`src/rtl/mips_arb_pkg.sv`:
```
// Shared arbitration types: requester count, select width, FSM encoding.
// Latency: none (types and helpers only).
// Backpressure: n/a.
package mips_arb_pkg;

  localparam int NREQ = 8;
  localparam int SELW = 3;

  typedef enum logic {
    IDLE  = 1'b0,
    GRANT = 1'b1
  } arb_state_t;

  // One-hot vector with only bit idx set.
  function automatic logic [NREQ-1:0] onehot(input logic [SELW-1:0] idx);
    logic [NREQ-1:0] v;
    v      = '0;
    v[idx] = 1'b1;
    return v;
  endfunction

endpackage

```
`src/rtl/rr_pick8.sv`:
```
// Rotate-priority picker: first set req bit at or after ptr, modulo 8.
// Latency: purely combinational.
// Backpressure: none; found is low when req is all zero.
module rr_pick8
  import mips_arb_pkg::*;
(
  input  logic [NREQ-1:0] req,
  input  logic [SELW-1:0] ptr,
  output logic            found,
  output logic [SELW-1:0] idx
);

  logic [SELW-1:0] cand;

  // Scan offsets from farthest to nearest so the nearest set bit to ptr wins.
  always_comb begin
    found = |req;
    idx   = ptr;
    cand  = ptr;
    for (int i = NREQ - 1; i >= 0; i--) begin
      cand = ptr + SELW'(i);
      if (req[cand]) begin
        idx = cand;
      end
    end
  end

endmodule

```
`src/rtl/shared_port_arbiter.sv`:
```
// Round-robin arbiter for one shared port; bursts up to MAX_BURST beats per grant.
// Latency: 1 cycle request to grant; back-to-back re-grant on release, no bubble.
// Backpressure: out_ready low holds the grant and the beat count while req[sel] stays high.
module shared_port_arbiter
  import mips_arb_pkg::*;
#(
  parameter int MAX_BURST = 4
) (
  input  logic            clk,
  input  logic            rst,
  input  logic [NREQ-1:0] req,
  input  logic            out_ready,
  output logic [NREQ-1:0] gnt,
  output logic [SELW-1:0] sel,
  output logic            out_valid,
  output logic [3:0]      beat_cnt
);

  localparam logic [3:0] LAST_BEAT = 4'(MAX_BURST - 1);

  arb_state_t      state, state_d;
  logic [SELW-1:0] ptr, ptr_d;
  logic [NREQ-1:0] gnt_d;
  logic [SELW-1:0] sel_d;
  logic [3:0]      cnt_d;

  logic [SELW-1:0] pick_ptr;
  logic            pick_found;
  logic [SELW-1:0] pick_idx;
  logic            accept;
  logic            rel;

  // The granted requester's beat is on the mux output while it keeps requesting.
  assign out_valid = (state == GRANT) && req[sel];
  assign accept    = out_valid && out_ready;

  // Release when the owner drops its request or its final allowed beat is taken.
  assign rel = (state == GRANT) &&
               (!req[sel] || (accept && (beat_cnt == LAST_BEAT)));

  // While granted, the picker already looks from sel+1 so a release can re-grant
  // in the same cycle; the owner itself lands at lowest priority.
  always_comb begin
    pick_ptr = ptr;
    if (state == GRANT) begin
      pick_ptr = sel + 3'd1;
    end
  end

  rr_pick8 u_pick (
    .req   (req),
    .ptr   (pick_ptr),
    .found (pick_found),
    .idx   (pick_idx)
  );

  // Next-state: grant from IDLE, count beats, release and re-arbitrate.
  always_comb begin
    state_d = state;
    gnt_d   = gnt;
    sel_d   = sel;
    ptr_d   = ptr;
    cnt_d   = beat_cnt;
    case (state)
      IDLE: begin
        gnt_d = '0;
        if (pick_found) begin
          state_d = GRANT;
          gnt_d   = onehot(pick_idx);
          sel_d   = pick_idx;
          cnt_d   = 4'd0;
        end
      end
      GRANT: begin
        if (rel) begin
          ptr_d = sel + 3'd1;
          cnt_d = 4'd0;
          if (pick_found) begin
            gnt_d = onehot(pick_idx);
            sel_d = pick_idx;
          end else begin
            state_d = IDLE;
            gnt_d   = '0;
          end
        end else if (accept) begin
          cnt_d = beat_cnt + 4'd1;
        end
      end
      default: begin
        state_d = IDLE;
        gnt_d   = '0;
        cnt_d   = 4'd0;
      end
    endcase
  end

  // State register; reset drops any grant and partial burst at once.
  always_ff @(posedge clk or posedge rst) begin
    if (rst) begin
      state    <= IDLE;
      gnt      <= '0;
      sel      <= '0;
      ptr      <= '0;
      beat_cnt <= 4'd0;
    end else begin
      state    <= state_d;
      gnt      <= gnt_d;
      sel      <= sel_d;
      ptr      <= ptr_d;
      beat_cnt <= cnt_d;
    end
  end

endmodule
```
`config.mk`:
```
export PLATFORM = sky130hd
export DESIGN_NAME = shared_port_arbiter
export DESIGN_NICKNAME = d
export VERILOG_FILES = /design/src/rtl/mips_arb_pkg.sv /design/src/rtl/rr_pick8.sv /design/src/rtl/shared_port_arbiter.sv
export SDC_FILE = /design/constraint.sdc
export NUM_CORES = 1
export LEC_CHECK = 0
export CORE_ASPECT_RATIO = 2
export CORE_MARGIN = 2
export CORE_UTILIZATION = 40
export CTS_CLUSTER_SIZE = 8
export DETAILED_ROUTE_END_ITERATION = 6
export SLEW_MARGIN = 5
export SYNTH_ARGS = -nofsm -noshare
export SYNTH_HDL_FRONTEND = slang
export SYNTH_SLANG_ARGS = --single-unit
```
`constraint.sdc`:
```
create_clock -name clk -period 4.7 [get_ports clk]
set_clock_uncertainty 0.2 [all_clocks]
set_input_delay 0.47 -clock clk [delete_from_list [all_inputs] [get_ports clk]]
set_output_delay 0.47 -clock clk [all_outputs]
set_load 0.02 [all_outputs]
```
Word-level counts from Yosys, hierarchy flattened
Index checks and enable logic that the tools add are counted.

word-level totals
  register bits = 19
  output and inout port bits = 16
  word-level logic and storage cells = 82

cells by class
  add/subtract/negate cells = 9
  magnitude comparators = 11
  equality and inequality tests = 4
  muxes and demuxes = 42
  bitwise logic cells = 1
  reduce and logical (&&, ||, !) cells = 10

operators by type and width
  cell                                                                                  count
  3-bit by 4-bit less-than comparator with 1-bit output (second input constant)         10
  3-bit two-way mux                                                                     11
  1-bit binary-select mux with 3-bit select                                             9
  8-bit two-way mux                                                                     2
  8-bit case mux with 2 select lines                                                    1
  3-bit adder (second input constant)                                                   4
  1-bit two-way mux                                                                     12
  4-bit two-way mux                                                                     3
  4-bit case mux with 2 select lines                                                    1
  8-bit OR reduction                                                                    1
  3-bit by 1-bit adder with 3-bit output (second input constant)                        2
  3-bit by 2-bit adder with 3-bit output (second input constant)                        2
  3-bit case mux with 2 select lines                                                    1
  1-bit logical AND                                                                     5
  4-bit by 1-bit adder with 4-bit output (second input constant)                        1
  4-bit by 2-bit equality test with 1-bit output (second input constant)                1
  2-bit AND reduction                                                                   2
  1-bit demux with 3-bit select                                                         1
  3-bit by 1-bit greater-or-equal comparator with 1-bit output (second input constant)  1
  3-bit by 1-bit != test with 1-bit output (second input constant)                      1
  2-bit by 1-bit != test with 1-bit output (second input constant)                      1
  2-bit != test (second input constant)                                                 1
  1-bit case mux with 2 select lines                                                    1
  1-bit zero test                                                                       1
  other kinds (2)                                                                       2

Longest topological paths before layout
Gate-level depths: netlist of run 1.

  word-level depth = 20
  depth in mapped cells = 13
  mapped depth without buffers = 12

Hierarchy
Synthesis of run 1 repeated with hierarchy kept, for this count alone.

unflattened totals
  cells, all modules = 197
  area total of the unflattened synthesis = 1989.4 um2

by module, submodules not included
  module               instances  cells each  area an instance (um2)  sequential area each (um2)
  shared_port_arbiter  1          103         1114.8                  475.5
  rr_pick8             1          94          874.6                   0.0

Worst setup path before layout of run 1
Ideal clock, no wire load.

  kind = register -> register
  start = reg sel[0]
  end = reg gnt[2]
  library setup time = 0.121 ns
  arrival = 3.206 ns
  path slack = 1.173 ns
  stages on the path, launching flop included = 14
  path buffers = 1
  clock period less this slack = 3.527 ns
  path through = dfrtp_1 ha_1 mux2i_4 inv_2 buf_4 ha_1 inv_1 mux4_2 and2_1 o311ai_1 nand4_1 and3_4 nor2b_4 a22o_1

on the way
  cells in the longest elaborated chain, start to end = 20
  elaborated cells between the ends (all ways) = 50
  those cells by class = add/sub (8); order compare (2); eq/ne (1); mux (32); reduce/logical (7)

ends and longest elaborated chain
  what                                                                                                                                                                line                                                  text
  start: declaration                                                                                                                                                  shared_port_arbiter.sv:14                             output logic [SELW-1:0] sel,
  start signal: assignment                                                                                                                                            shared_port_arbiter.sv:108                            sel <= sel_d;
  3-bit by 1-bit adder with 3-bit output                                                                                                                              shared_port_arbiter.sv:46                             pick_ptr = sel + 3'd1;
  3-bit two-way mux                                                                                                                                                   shared_port_arbiter.sv:45                             if (state == GRANT) begin
  3-bit adder                                                                                                                                                         rr_pick8.sv:21                                        cand = ptr + SELW'(i);
  1-bit binary-select mux with 3-bit select                                                                                                                           rr_pick8.sv:22                                        if (req[cand]) begin
  1-bit two-way mux (not written as such)                                                                                                                             rr_pick8.sv:22
  3-bit two-way mux (8 in a row)                                                                                                                                      rr_pick8.sv:22
  3-bit by 4-bit less-than comparator with 1-bit output (not written as such) / 3-bit by 1-bit greater-or-equal comparator with 1-bit output (equally long branches)  mips_arb_pkg.sv:18                                    v[idx] = 1'b1;
  1-bit logical AND (not written as such)                                                                                                                             mips_arb_pkg.sv:18
  1-bit two-way mux (not written as such)                                                                                                                             mips_arb_pkg.sv:18
  1-bit demux with 3-bit select                                                                                                                                       mips_arb_pkg.sv:18
  8-bit two-way mux                                                                                                                                                   shared_port_arbiter.sv:67, shared_port_arbiter.sv:78
  8-bit two-way mux                                                                                                                                                   shared_port_arbiter.sv:75                             if (rel) begin
  8-bit case mux with 2 select lines                                                                                                                                  shared_port_arbiter.sv:64                             case (state)
  end signal: assignment                                                                                                                                              shared_port_arbiter.sv:107                            gnt <= gnt_d;
  end: declaration                                                                                                                                                    shared_port_arbiter.sv:13                             output logic [NREQ-1:0] gnt,

Several ways; a longest one is shown, not always the timed one. The select of a mux whose other input is x is not followed.
A chain may end at the register's enable or synchronous reset.

Worst setup path after layout of run 1
  start = reg state
  end = reg gnt[3]

on the way
  cells in the longest elaborated chain, start to end = 19
  elaborated cells between the ends (all ways) = 47
  those cells by class = add/sub (7); order compare (2); eq/ne (1); mux (30); bitwise (1); reduce/logical (6)

ends and longest elaborated chain
  what                                                                                                                                                                line                                                  text
  start: declaration                                                                                                                                                  shared_port_arbiter.sv:21                             arb_state_t state, state_d;
  start signal: assignment                                                                                                                                            shared_port_arbiter.sv:106                            state <= state_d;
  3-bit two-way mux                                                                                                                                                   shared_port_arbiter.sv:45
  3-bit adder                                                                                                                                                         rr_pick8.sv:21
  1-bit binary-select mux with 3-bit select                                                                                                                           rr_pick8.sv:22
  1-bit two-way mux (not written as such)                                                                                                                             rr_pick8.sv:22
  3-bit two-way mux (8 in a row)                                                                                                                                      rr_pick8.sv:22
  3-bit by 4-bit less-than comparator with 1-bit output (not written as such) / 3-bit by 1-bit greater-or-equal comparator with 1-bit output (equally long branches)  mips_arb_pkg.sv:18
  1-bit logical AND (not written as such)                                                                                                                             mips_arb_pkg.sv:18
  1-bit two-way mux (not written as such)                                                                                                                             mips_arb_pkg.sv:18
  1-bit demux with 3-bit select                                                                                                                                       mips_arb_pkg.sv:18
  8-bit two-way mux                                                                                                                                                   shared_port_arbiter.sv:67, shared_port_arbiter.sv:78
  8-bit two-way mux                                                                                                                                                   shared_port_arbiter.sv:75
  8-bit case mux with 2 select lines                                                                                                                                  shared_port_arbiter.sv:64

Several ways; a longest one is shown, not always the timed one. The select of a mux whose other input is x is not followed.

==> impl_table.tex, run 1 <==
\begin{tabular}{lr}
\hline
Metric & Value \\
\hline
\multicolumn{2}{l}{\textbf{Worst setup path}} \\
Nature of the critical path startpoint & flip-flop \\
Start point of the critical path & state \\
Critical Path Sink Type & flip-flop \\
Critical Path RT & 4.64 ns \\
FF-to-FF Start & state \\
Critical Path Fanout Max & 16 \\
Critical path class & reg -> reg \\
Data arrival time at the worst-slack endpoint & 3.93 ns \\
\multicolumn{2}{l}{\textbf{Finish}} \\
Number of diodes & 0 \\
Layout-stage area growth over the synthesis result & 17.2\% \\
Leading cell types in the layout, fill and taps excluded & clkdlybuf4s50\_1 (26), nand2\_1 (19), dfrtp\_1 (19), mux2i\_1 (18), o21ai\_0 (17) \\
Filler instances & 464 \\
Area used by sequential logic in the layout & 475 µm² \\
Most common cell after layout, fill and taps aside & clkdlybuf4s50\_1 \\
Area of combinational cells with multiple inputs & 1360 µm² \\
Number of nets at the end of the flow & 245 \\
Fraction of layout cells with a size suffix above 1 & 0.157 \\
\multicolumn{2}{l}{\textbf{Yosys}} \\
Portion of the post-synthesis area used by sequential elements & 0.247 \\
Post-synth design cell area & 1920 µm² \\
Number of warnings printed during yosys synthesis & 0 \\
Synth unique cells & 57 \\
\#FFs+latches synth & 19 \\
Number of flops mapped to enable cells by yosys & 0 \\
Syn\_nets & 223 \\
Ys flop type & dfrtp\_1 \\
Async set-reset flop share out of synthesis & 1.00 \\
Number of instances in the synthesized netlist & 209 \\
Mean instance size in the synthesized netlist & 9.20 µm² \\
\multicolumn{2}{l}{\textbf{Clock tree}} \\
Clock transition at the registers of the reported paths & 0.07 ns \\
Clk root buf & clkbuf\_8 \\
Setup Fix Bufs, Post-CTS & 0 \\
Clock Sinks & 19 \\
Number of H-tree branching levels & 1 \\
Max Buffers Root-to-Sink & 2 \\
Hold bufs inserted after CTS & 0 \\
Post-cts repair resize count & 0 \\
Worst skew pair latency & 0.25 ns \\
Clock buffer count from CTS & 3 \\
Clock tree from TritonCTS & done \\
\multicolumn{2}{l}{\textbf{Global route}} \\
Global Route met3 Usage & 0.0132 \\
Met1 GRT Util & 0.212 \\
Grt peak-use layer & met2 \\
Maximum number of pins on one net before global-route repair & 20 \\
Initial antenna violation count & 0 \\
Number of global-route vias before repair & 1,798 \\
Met2 demand-to-capacity share in global routing & 0.440 \\
GR Util All Layers & 0.231 \\
Wire length of the first global-routing pass & 9100 µm \\
Overflow left after global routing & 0 \\
\multicolumn{2}{l}{\textbf{Detailed routing}} \\
DRC marker count from the first detailed-route iteration & 40 \\
Total Wirelength & 5760 µm \\
Wire per inst & 20.2 µm \\
Via density per instance & 6.26 \\
Residual DRC & 0 \\
Residual antenna-violating net count after detailed routing & 0 \\
Detailed-routing iteration count for the pre-antenna-repair pass & 4 \\
Number of vias after detailed routing & 1,784 \\
\multicolumn{2}{l}{\textbf{Placed design}} \\
Detailed Place HPWL & 4690 µm \\
Placer's final routability congestion estimate & 1.02 \\
Count of input and output buffers & 26 \\
\multicolumn{2}{l}{\textbf{Floorplan}} \\
Core Region & 4600 µm² \\
Area of the die & 5410 µm² \\
I/O pin cnt & 27 \\
Horizontal die dimension & 53.0 µm \\
Initial core utilization & 0.418 \\
Floorplan row count & 35 \\
Die height & 102 µm \\
\multicolumn{2}{l}{\textbf{Timing}} \\
Worst rel slew slack & 0.522 \\
Clock period minus worst slack & 3.99 ns \\
Setup-violating endpoint count in the final report & 0 \\
Final sum of negative setup slack & 0 ns \\
Max-slew violations & 0 \\
RSZ-0062 raised after global routing & no \\
Share of the clock period used by the worst path & 0.850 \\
Upper clock frequency limit & 250 MHz \\
Transition time of the tightest slew-check pin & 0.716 ns \\
Final Hold Violating Endpoints & 0 \\
\multicolumn{2}{l}{\textbf{Hold path}} \\
Launch instance of the worst min-delay path & gnt[1] \\
Type of the tightest min-delay check & reg -> reg \\
\multicolumn{2}{l}{\textbf{Status}} \\
Outcome & finished, final reports clean \\
\multicolumn{2}{l}{\textbf{Run}} \\
Max Cap Violations & 0 \\
\hline
\end{tabular}
[cell type report]
cell class,instances,share of cell area
clock buffer,3,0.0183
multi-input combinational,171,0.601
clock inverter,1,0.00222
inverter,7,0.0117
tap,55,0.0305
sequential,19,0.211
timing repair buffer,29,0.125
[state kept, by name, indices dropped and copies added (netlist names)]
name	count
sel	3
state	1
gnt	8
ptr	3
beat_cnt	4
[through the flow]
| step | util | instances | hold WS [ns] | setup slack [ns] | area [µm²] |
|---|---|---|---|---|---|
| 6_report | 0.490 | 285 | 0.289 | 0.706 | 2250 |
| 3_5_place_dp | 0.480 | 281 | 0.279 | 0.761 | 2210 |
| 5_1_grt | 0.490 | 285 | 0.321 | 0.496 | 2250 |
| 2_1_floorplan | - | 209 | 0.221 | 1.17 | 1920 |
| 4_1_cts | 0.490 | 285 | 0.294 | 0.723 | 2250 |
| 3_3_place_gp | 0.480 | 281 | 0.270 | 0.843 | 2210 |
[critical path: stages (launching register included)]
cell and delay [ns]:
dfrtp_1 0.65, and2b_4 0.28, nor2_4 0.34, inv_2 0.27, ha_1 0.42, inv_1 0.20
mux4_2 0.37, and2_1 0.19, o311ai_1 0.26, nand4_1 0.16, and3_4 0.22, nor2b_4 0.12
a22o_1 0.20
[logic make-up (layout without fill, tap and decap cells)]
logic type      count (synthesis)  after routing  share of synthesized area
xor+xnor                        6              6                     0.0312
buf+inv                        19             40                     0.0481
simple gates                   63             63                      0.185
mux                            35             35                      0.247
fa+ha+maj                       3              3                     0.0195
flops                          19             19                      0.247
compound gates                 64             64                      0.222
[cell usage after synthesis, types with 3 or more instances]
library cell	instances	area, µm²
a22o_1	4	35.0
clkbuf_1	4	15.0
nor2_1	7	26.3
mux2i_1	18	180
dfrtp_1	19	475
ha_1	3	37.5
inv_1	5	18.8
nand2_1	19	71.3
buf_2	5	25.0
nor2b_1	5	31.3
nor4_1	3	18.8
mux2_2	7	78.8
o21ai_1	4	20.0
nor3b_1	3	22.5
and2_1	4	25.0
a21oi_1	15	75.1
xnor2_1	4	35.0
nand2b_1	4	25.0
nand3_1	5	25.0
mux4_2	8	180
o21ai_0	17	85.1
[metal layers]
metal | vias to the layer above | routed length [µm] | part of all wire
met5 | - | 0 | 0
met4 | 0 | 459 | 0.080
met3 | 27 | 184 | 0.032
met2 | 66 | 3180 | 0.55
met1 | 856 | 1940 | 0.34
li1 | 835 | - | -
[worst paths after layout]
path                          endpoint  slack [ns]  cells past startpoint
max                             gnt[3]        0.71                     12
min                             gnt[1]        0.29                      2
max reg2reg                     gnt[3]        0.71                     12
min reg2reg                     gnt[1]        0.29                      2
max in group asynchronous  beat_cnt[1]        3.40                      2
min in group asynchronous  beat_cnt[0]        0.44                      2
Power of run 1 is left out: the tool's default activity adds up to more than one toggle a clock period on the data nets, which glitch-free logic cannot reach.
==> inputs of run 2 (changes only) <==
Clock period 4.7 ns to 4.14 ns, I/O delays scaled along.
==> impl_table.tex, run 2 (synthesis results as in run 1) <==
\begin{tabular}{lr}
\hline
Metric & Value \\
\hline
\multicolumn{2}{l}{\textbf{Timing}} \\
RSZ-0062 raised after global routing & no \\
Worst rel slew slack & 0.273 (-0.249) \\
Clock period minus worst slack & 3.64 ns (-0.353 ns) \\
Final sum of negative setup slack & 0 ns (unchanged) \\
Share of the clock period used by the worst path & 0.880 (+0.0297) \\
Worst-case hold slack & 0.287 ns (-0.00138 ns) \\
Max-slew violations & 0 (unchanged) \\
Transition time of the tightest slew-check pin & 1.06 ns (+0.346 ns) \\
Setup-violating endpoint count in the final report & 0 (unchanged) \\
Final worst-path setup slack & 0.499 ns (-0.207 ns) \\
Upper clock frequency limit & 275 MHz (+9.7\%) \\
Final Hold Violating Endpoints & 0 (unchanged) \\
\multicolumn{2}{l}{\textbf{Worst setup path}} \\
Top delay family on crit path & compound AO/OA/AOI/OAI gates \\
Most Frequent Cell on Critical Path & xnor2\_1 \\
Critical Path Fanout Max & 14 (-2) \\
Nature of the critical path startpoint & flip-flop \\
Critical Path RT & 4.08 ns (-0.56 ns) \\
Critical Path Sink Type & flip-flop \\
Critical path class & reg -> reg \\
Critical Path, Cell by Cell & mux2i\_4 -> inv\_2 -> ha\_1 -> xnor2\_1 -> mux2i\_1 -> o21ai\_0 -> a32o\_1 -> a21oi\_2 -> xnor2\_1 -> a22o\_1 \\
Largest stage delay, worst path & 0.62 ns (-0.03 ns) \\
Data arrival time at the worst-slack endpoint & 3.58 ns (-0.35 ns) \\
Cell with the largest stage delay on the worst path & dfrtp\_1 \\
Buffer and inverter count on the worst path & 1 (-1) \\
\multicolumn{2}{l}{\textbf{Floorplan}} \\
Area of the die & 5410 µm² (unchanged) \\
Initial core utilization & 0.418 (unchanged) \\
Die height & 102 µm (unchanged) \\
I/O pin cnt & 27 (unchanged) \\
Floorplan row count & 35 (unchanged) \\
Horizontal die dimension & 53.0 µm (unchanged) \\
Core Region & 4600 µm² (unchanged) \\
\multicolumn{2}{l}{\textbf{Clock tree}} \\
Post-cts repair resize count & 0 (unchanged) \\
Clk root buf & clkbuf\_8 \\
Hold bufs inserted after CTS & 0 (unchanged) \\
Clock Sinks & 19 (unchanged) \\
Max Buffers Root-to-Sink & 2 (unchanged) \\
Clock tree from TritonCTS & done \\
Setup Fix Bufs, Post-CTS & 0 (unchanged) \\
Worst skew pair latency & 0.25 ns (about the same) \\
Clock transition at the registers of the reported paths & 0.07 ns (about the same) \\
Number of H-tree branching levels & 1 (unchanged) \\
Clock buffer count from CTS & 3 (unchanged) \\
\multicolumn{2}{l}{\textbf{Run}} \\
Max Cap Violations & 0 (unchanged) \\
\multicolumn{2}{l}{\textbf{Finish}} \\
Final Core Density & 0.495 (+0.00490) \\
Number of diodes & 0 (unchanged) \\
Most common cell after layout, fill and taps aside & clkdlybuf4s50\_1 \\
Register with the highest flop count & gnt \\
Largest registers ranked by flip-flop count & gnt: 8 flops, beat\_cnt: 4 flops \\
Max FFs per register & 8 (unchanged) \\
Leading cell types in the layout, fill and taps excluded & clkdlybuf4s50\_1 (26), nand2\_1 (19), dfrtp\_1 (19), mux2i\_1 (18), o21ai\_0 (17) \\
Fraction of layout cells with a size suffix above 1 & 0.167 (+0.0109) \\
Layout-stage area growth over the synthesis result & 18.4\% \\
Number of nets at the end of the flow & 248 (+1.2\%) \\
\multicolumn{2}{l}{\textbf{Placed design}} \\
Detailed Place HPWL & 4600 µm (-1.7\%) \\
Count of input and output buffers & 26 (unchanged) \\
Setup Slack @ Placement & 0.503 ns (-0.257 ns) \\
Placer's final routability congestion estimate & 1.04 (+1.3\%) \\
\multicolumn{2}{l}{\textbf{Status}} \\
Outcome & finished, final reports clean \\
\multicolumn{2}{l}{\textbf{Detailed routing}} \\
Residual antenna-violating net count after detailed routing & 0 (unchanged) \\
Residual DRC & 0 (unchanged) \\
DRC marker count from the first detailed-route iteration & 79 (+98\%) \\
Via density per instance & 6.36 (+1.6\%) \\
Number of vias after detailed routing & 1,831 (+2.6\%) \\
Total Wirelength & 5860 µm (+1.8\%) \\
Detailed-routing iteration count for the pre-antenna-repair pass & 4 (unchanged) \\
Wire per inst & 20.4 µm (+0.71\%) \\
\multicolumn{2}{l}{\textbf{Global route}} \\
Initial antenna violation count & 0 (unchanged) \\
Maximum number of pins on one net before global-route repair & 20 (unchanged) \\
Wire length of the first global-routing pass & 9260 µm (+1.7\%) \\
Overflow left after global routing & 0 (unchanged) \\
GR Util All Layers & 0.236 (+0.00476) \\
Number of global-route vias before repair & 1,845 (+2.6\%) \\
\multicolumn{2}{l}{\textbf{Hold path}} \\
Type of the tightest min-delay check & reg -> reg \\
\hline
\end{tabular}
run 2: worst paths after layout:
path | start | endpoint | slack (ns) | cells past startpoint
max | state | gnt[7] | 0.50 | 10
min | gnt[0] | gnt[0] | 0.29 | 2
max reg2reg | state | gnt[7] | 0.50 | 10
min reg2reg | gnt[0] | gnt[0] | 0.29 | 2
max in group asynchronous | rst | beat_cnt[1] | 2.91 | 2
min in group asynchronous | rst | state | 0.38 | 2
run 2: layout make-up:
| type | count | area, µm² |
|---|---|---|
| Clock buffer | 3 | 41.3 |
| Clock inverter | 1 | 5.00 |
| Fill cell | 466 | 2320 |
| Inverter | 7 | 26.3 |
| Multi-Input combinational cell | 171 | 1360 |
| Sequential cell | 19 | 475 |
| Tap cell | 55 | 68.8 |
| Timing Repair Buffer | 32 | 305 |
run 2: metrics by stage:
stage                     instances  cell area [µm²]
final                           288             2280
after detailed placement        284             2230
after global placement          284             2230
after global routing            288             2280
after floorplan                 209             1920
after CTS                       288             2280
run 2: layer usage:
layer	GRT usage	share of wire	vias up	routed length, µm
met2	0.422	0.53	87	3120
met3	0.0263	0.044	31	256
li1	-	-	840	-
met4	0.199	0.082	0	478
met5	0	0	-	0
met1	0.227	0.34	873	2000
run 2: tightest hold or removal path: cells and delay by family (launching register included):
kind	cells	cell delay [ns]
flops	1	0.34
compound gates	1	0.06
simple gates	1	0.05
Power of run 2 is left out for the same reason.
==> inputs of run 3 (changes only) <==
Settings changed: CORE_UTILIZATION 40 to 35, CTS_CLUSTER_DIAMETER set to 150.
==> impl_table.tex, run 3 (synthesis results as in run 1) <==
\begin{tabular}{lr}
\hline
Metric & Value \\
\hline
\multicolumn{2}{l}{\textbf{Status}} \\
Outcome & finished, final reports clean \\
\multicolumn{2}{l}{\textbf{Timing}} \\
Clock period minus worst slack & 3.53 ns (-0.112 ns) \\
Final Hold Violating Endpoints & 0 (unchanged) \\
Setup-violating endpoint count in the final report & 0 (unchanged) \\
Share of the clock period used by the worst path & 0.853 (-0.0270) \\
RSZ-0062 raised after global routing & no \\
Final sum of negative setup slack & 0 ns (unchanged) \\
Transition time of the tightest slew-check pin & 0.738 ns (-0.324 ns) \\
Worst rel slew slack & 0.507 (+0.234) \\
Upper clock frequency limit & 283 MHz (+3.2\%) \\
Max-slew violations & 0 (unchanged) \\
\multicolumn{2}{l}{\textbf{Global route}} \\
GR Util All Layers & 0.205 (-0.0306) \\
Wire length of the first global-routing pass & 9650 µm (+4.2\%) \\
Number of global-route vias before repair & 1,938 (+5.0\%) \\
Initial antenna violation count & 0 (unchanged) \\
Maximum number of pins on one net before global-route repair & 20 (unchanged) \\
Overflow left after global routing & 0 (unchanged) \\
\multicolumn{2}{l}{\textbf{Finish}} \\
Most common cell after layout, fill and taps aside & clkdlybuf4s50\_1 \\
Layout-stage area growth over the synthesis result & 18.7\% \\
Register with the highest flop count & gnt \\
Max FFs per register & 8 (unchanged) \\
Number of diodes & 0 (unchanged) \\
Number of nets at the end of the flow & 248 (unchanged) \\
Leading cell types in the layout, fill and taps excluded & clkdlybuf4s50\_1 (26), nand2\_1 (19), dfrtp\_1 (19), mux2i\_1 (18), o21ai\_0 (17) \\
Fraction of layout cells with a size suffix above 1 & 0.167 (unchanged) \\
Largest registers ranked by flip-flop count & gnt: 8 flops, beat\_cnt: 4 flops \\
\multicolumn{2}{l}{\textbf{Detailed routing}} \\
Detailed-routing iteration count for the pre-antenna-repair pass & 4 (unchanged) \\
Wire per inst & 20.0 µm (-1.8\%) \\
Residual antenna-violating net count after detailed routing & 0 (unchanged) \\
Number of vias after detailed routing & 1,836 (+0.27\%) \\
Total Wirelength & 5860 µm (about the same) \\
Residual DRC & 0 (unchanged) \\
Via density per instance & 6.27 (-1.4\%) \\
DRC marker count from the first detailed-route iteration & 59 (-25\%) \\
\multicolumn{2}{l}{\textbf{Worst setup path}} \\
Data arrival time at the worst-slack endpoint & 3.48 ns (-0.10 ns) \\
Largest stage delay, worst path & 0.65 ns (+0.03 ns) \\
Critical path class & reg -> reg \\
Critical Path Fanout Max & 14 (unchanged) \\
Critical Path RT & 4.09 ns (about the same) \\
Nature of the critical path startpoint & flip-flop \\
Critical Path, Cell by Cell & mux2i\_4 -> inv\_2 -> ha\_1 -> inv\_1 -> mux4\_2 -> and2\_1 -> o311ai\_1 -> nand4\_1 -> and3\_4 -> nor2b\_4 -> a22o\_1 \\
Cell with the largest stage delay on the worst path & dfrtp\_1 \\
Critical Path Sink Type & flip-flop \\
\multicolumn{2}{l}{\textbf{Clock tree}} \\
Hold bufs inserted after CTS & 0 (unchanged) \\
Setup Fix Bufs, Post-CTS & 0 (unchanged) \\
Post-cts repair resize count & 0 (unchanged) \\
Clock Sinks & 19 (unchanged) \\
Worst skew pair latency & 0.26 ns (about the same) \\
Clock transition at the registers of the reported paths & 0.07 ns (about the same) \\
Clk root buf & clkbuf\_8 \\
Clock tree from TritonCTS & done \\
Max Buffers Root-to-Sink & 2 (unchanged) \\
Number of H-tree branching levels & 1 (unchanged) \\
Clock buffer count from CTS & 3 (unchanged) \\
\multicolumn{2}{l}{\textbf{Placed design}} \\
Count of input and output buffers & 26 (unchanged) \\
Placer's final routability congestion estimate & 0.969 (-6.5\%) \\
Detailed Place HPWL & 4690 µm (+1.9\%) \\
\multicolumn{2}{l}{\textbf{Floorplan}} \\
Horizontal die dimension & 56.4 µm (+6.4\%) \\
Area of the die & 6140 µm² (+13\%) \\
Floorplan row count & 38 (+8.6\%) \\
Core Region & 5370 µm² (+17\%) \\
Initial core utilization & 0.358 (-0.0603) \\
I/O pin cnt & 27 (unchanged) \\
Die height & 109 µm (+6.6\%) \\
\multicolumn{2}{l}{\textbf{Run}} \\
Max Cap Violations & 0 (unchanged) \\
\multicolumn{2}{l}{\textbf{Hold path}} \\
Type of the tightest min-delay check & reg -> reg \\
\hline
\end{tabular}
-- run 3: cell counts in the layout (fill, tap and decap cells not counted) --
Identical to the previous run, type by type.
-- run 3: metal layers --
layer  GRT usage  vias to the layer above  wire length (µm)
li1            -                      843                 -
met1       0.193                      895              2000
met2       0.394                       69              3210
met3     0.00712                       29               164
met4       0.173                        0               480
met5           0                        -                 0
-- run 3: final timing paths --
kind | from | end | slack [ns] | depth (start not counted)
worst max-delay path | state | gnt[2] | 0.61 | 11
worst min-delay path | gnt[0] | gnt[0] | 0.29 | 2
worst max register to register | state | gnt[2] | 0.61 | 11
worst min register to register | gnt[0] | gnt[0] | 0.29 | 2
max in group asynchronous | rst | ptr[0] | 2.89 | 2
min in group asynchronous | rst | gnt[2] | 0.38 | 2
-- run 3: stage by stage --
stage	setup WS, ns	area (µm²)	utilization	std cells	hold WS, ns
after floorplan	0.613	1920	-	209	0.165
after global placement	0.527	2240	0.416	289	0.274
after detailed placement	0.498	2240	0.416	289	0.279
after CTS	0.596	2280	0.425	293	0.295
after global routing	0.344	2280	0.425	293	0.338
final	0.611	2280	0.425	293	0.288
-- run 3: layout make-up --
class	instances	area [µm²]
multi-input cells	171	1360
inverters	7	26.3
repair buffers	32	305
clock inverters	1	5.00
fillers	543	3090
clock buffers	3	41.3
well taps	60	75.1
flip-flops and latches	19	475
-- run 3: worst max-delay path, delay by kind of cell, from the launching register on --
kind / cells / cell delay (ns)
AO/OA/AOI/OAI: 2 / 0.46
adder cells (fa/ha/maj): 1 / 0.39
buffers and inverters: 2 / 0.37
flip-flops: 1 / 0.65
multiplexers: 2 / 0.68
AND/OR/NAND/NOR: 4 / 0.67
Power of run 3 is left out for the same reason.
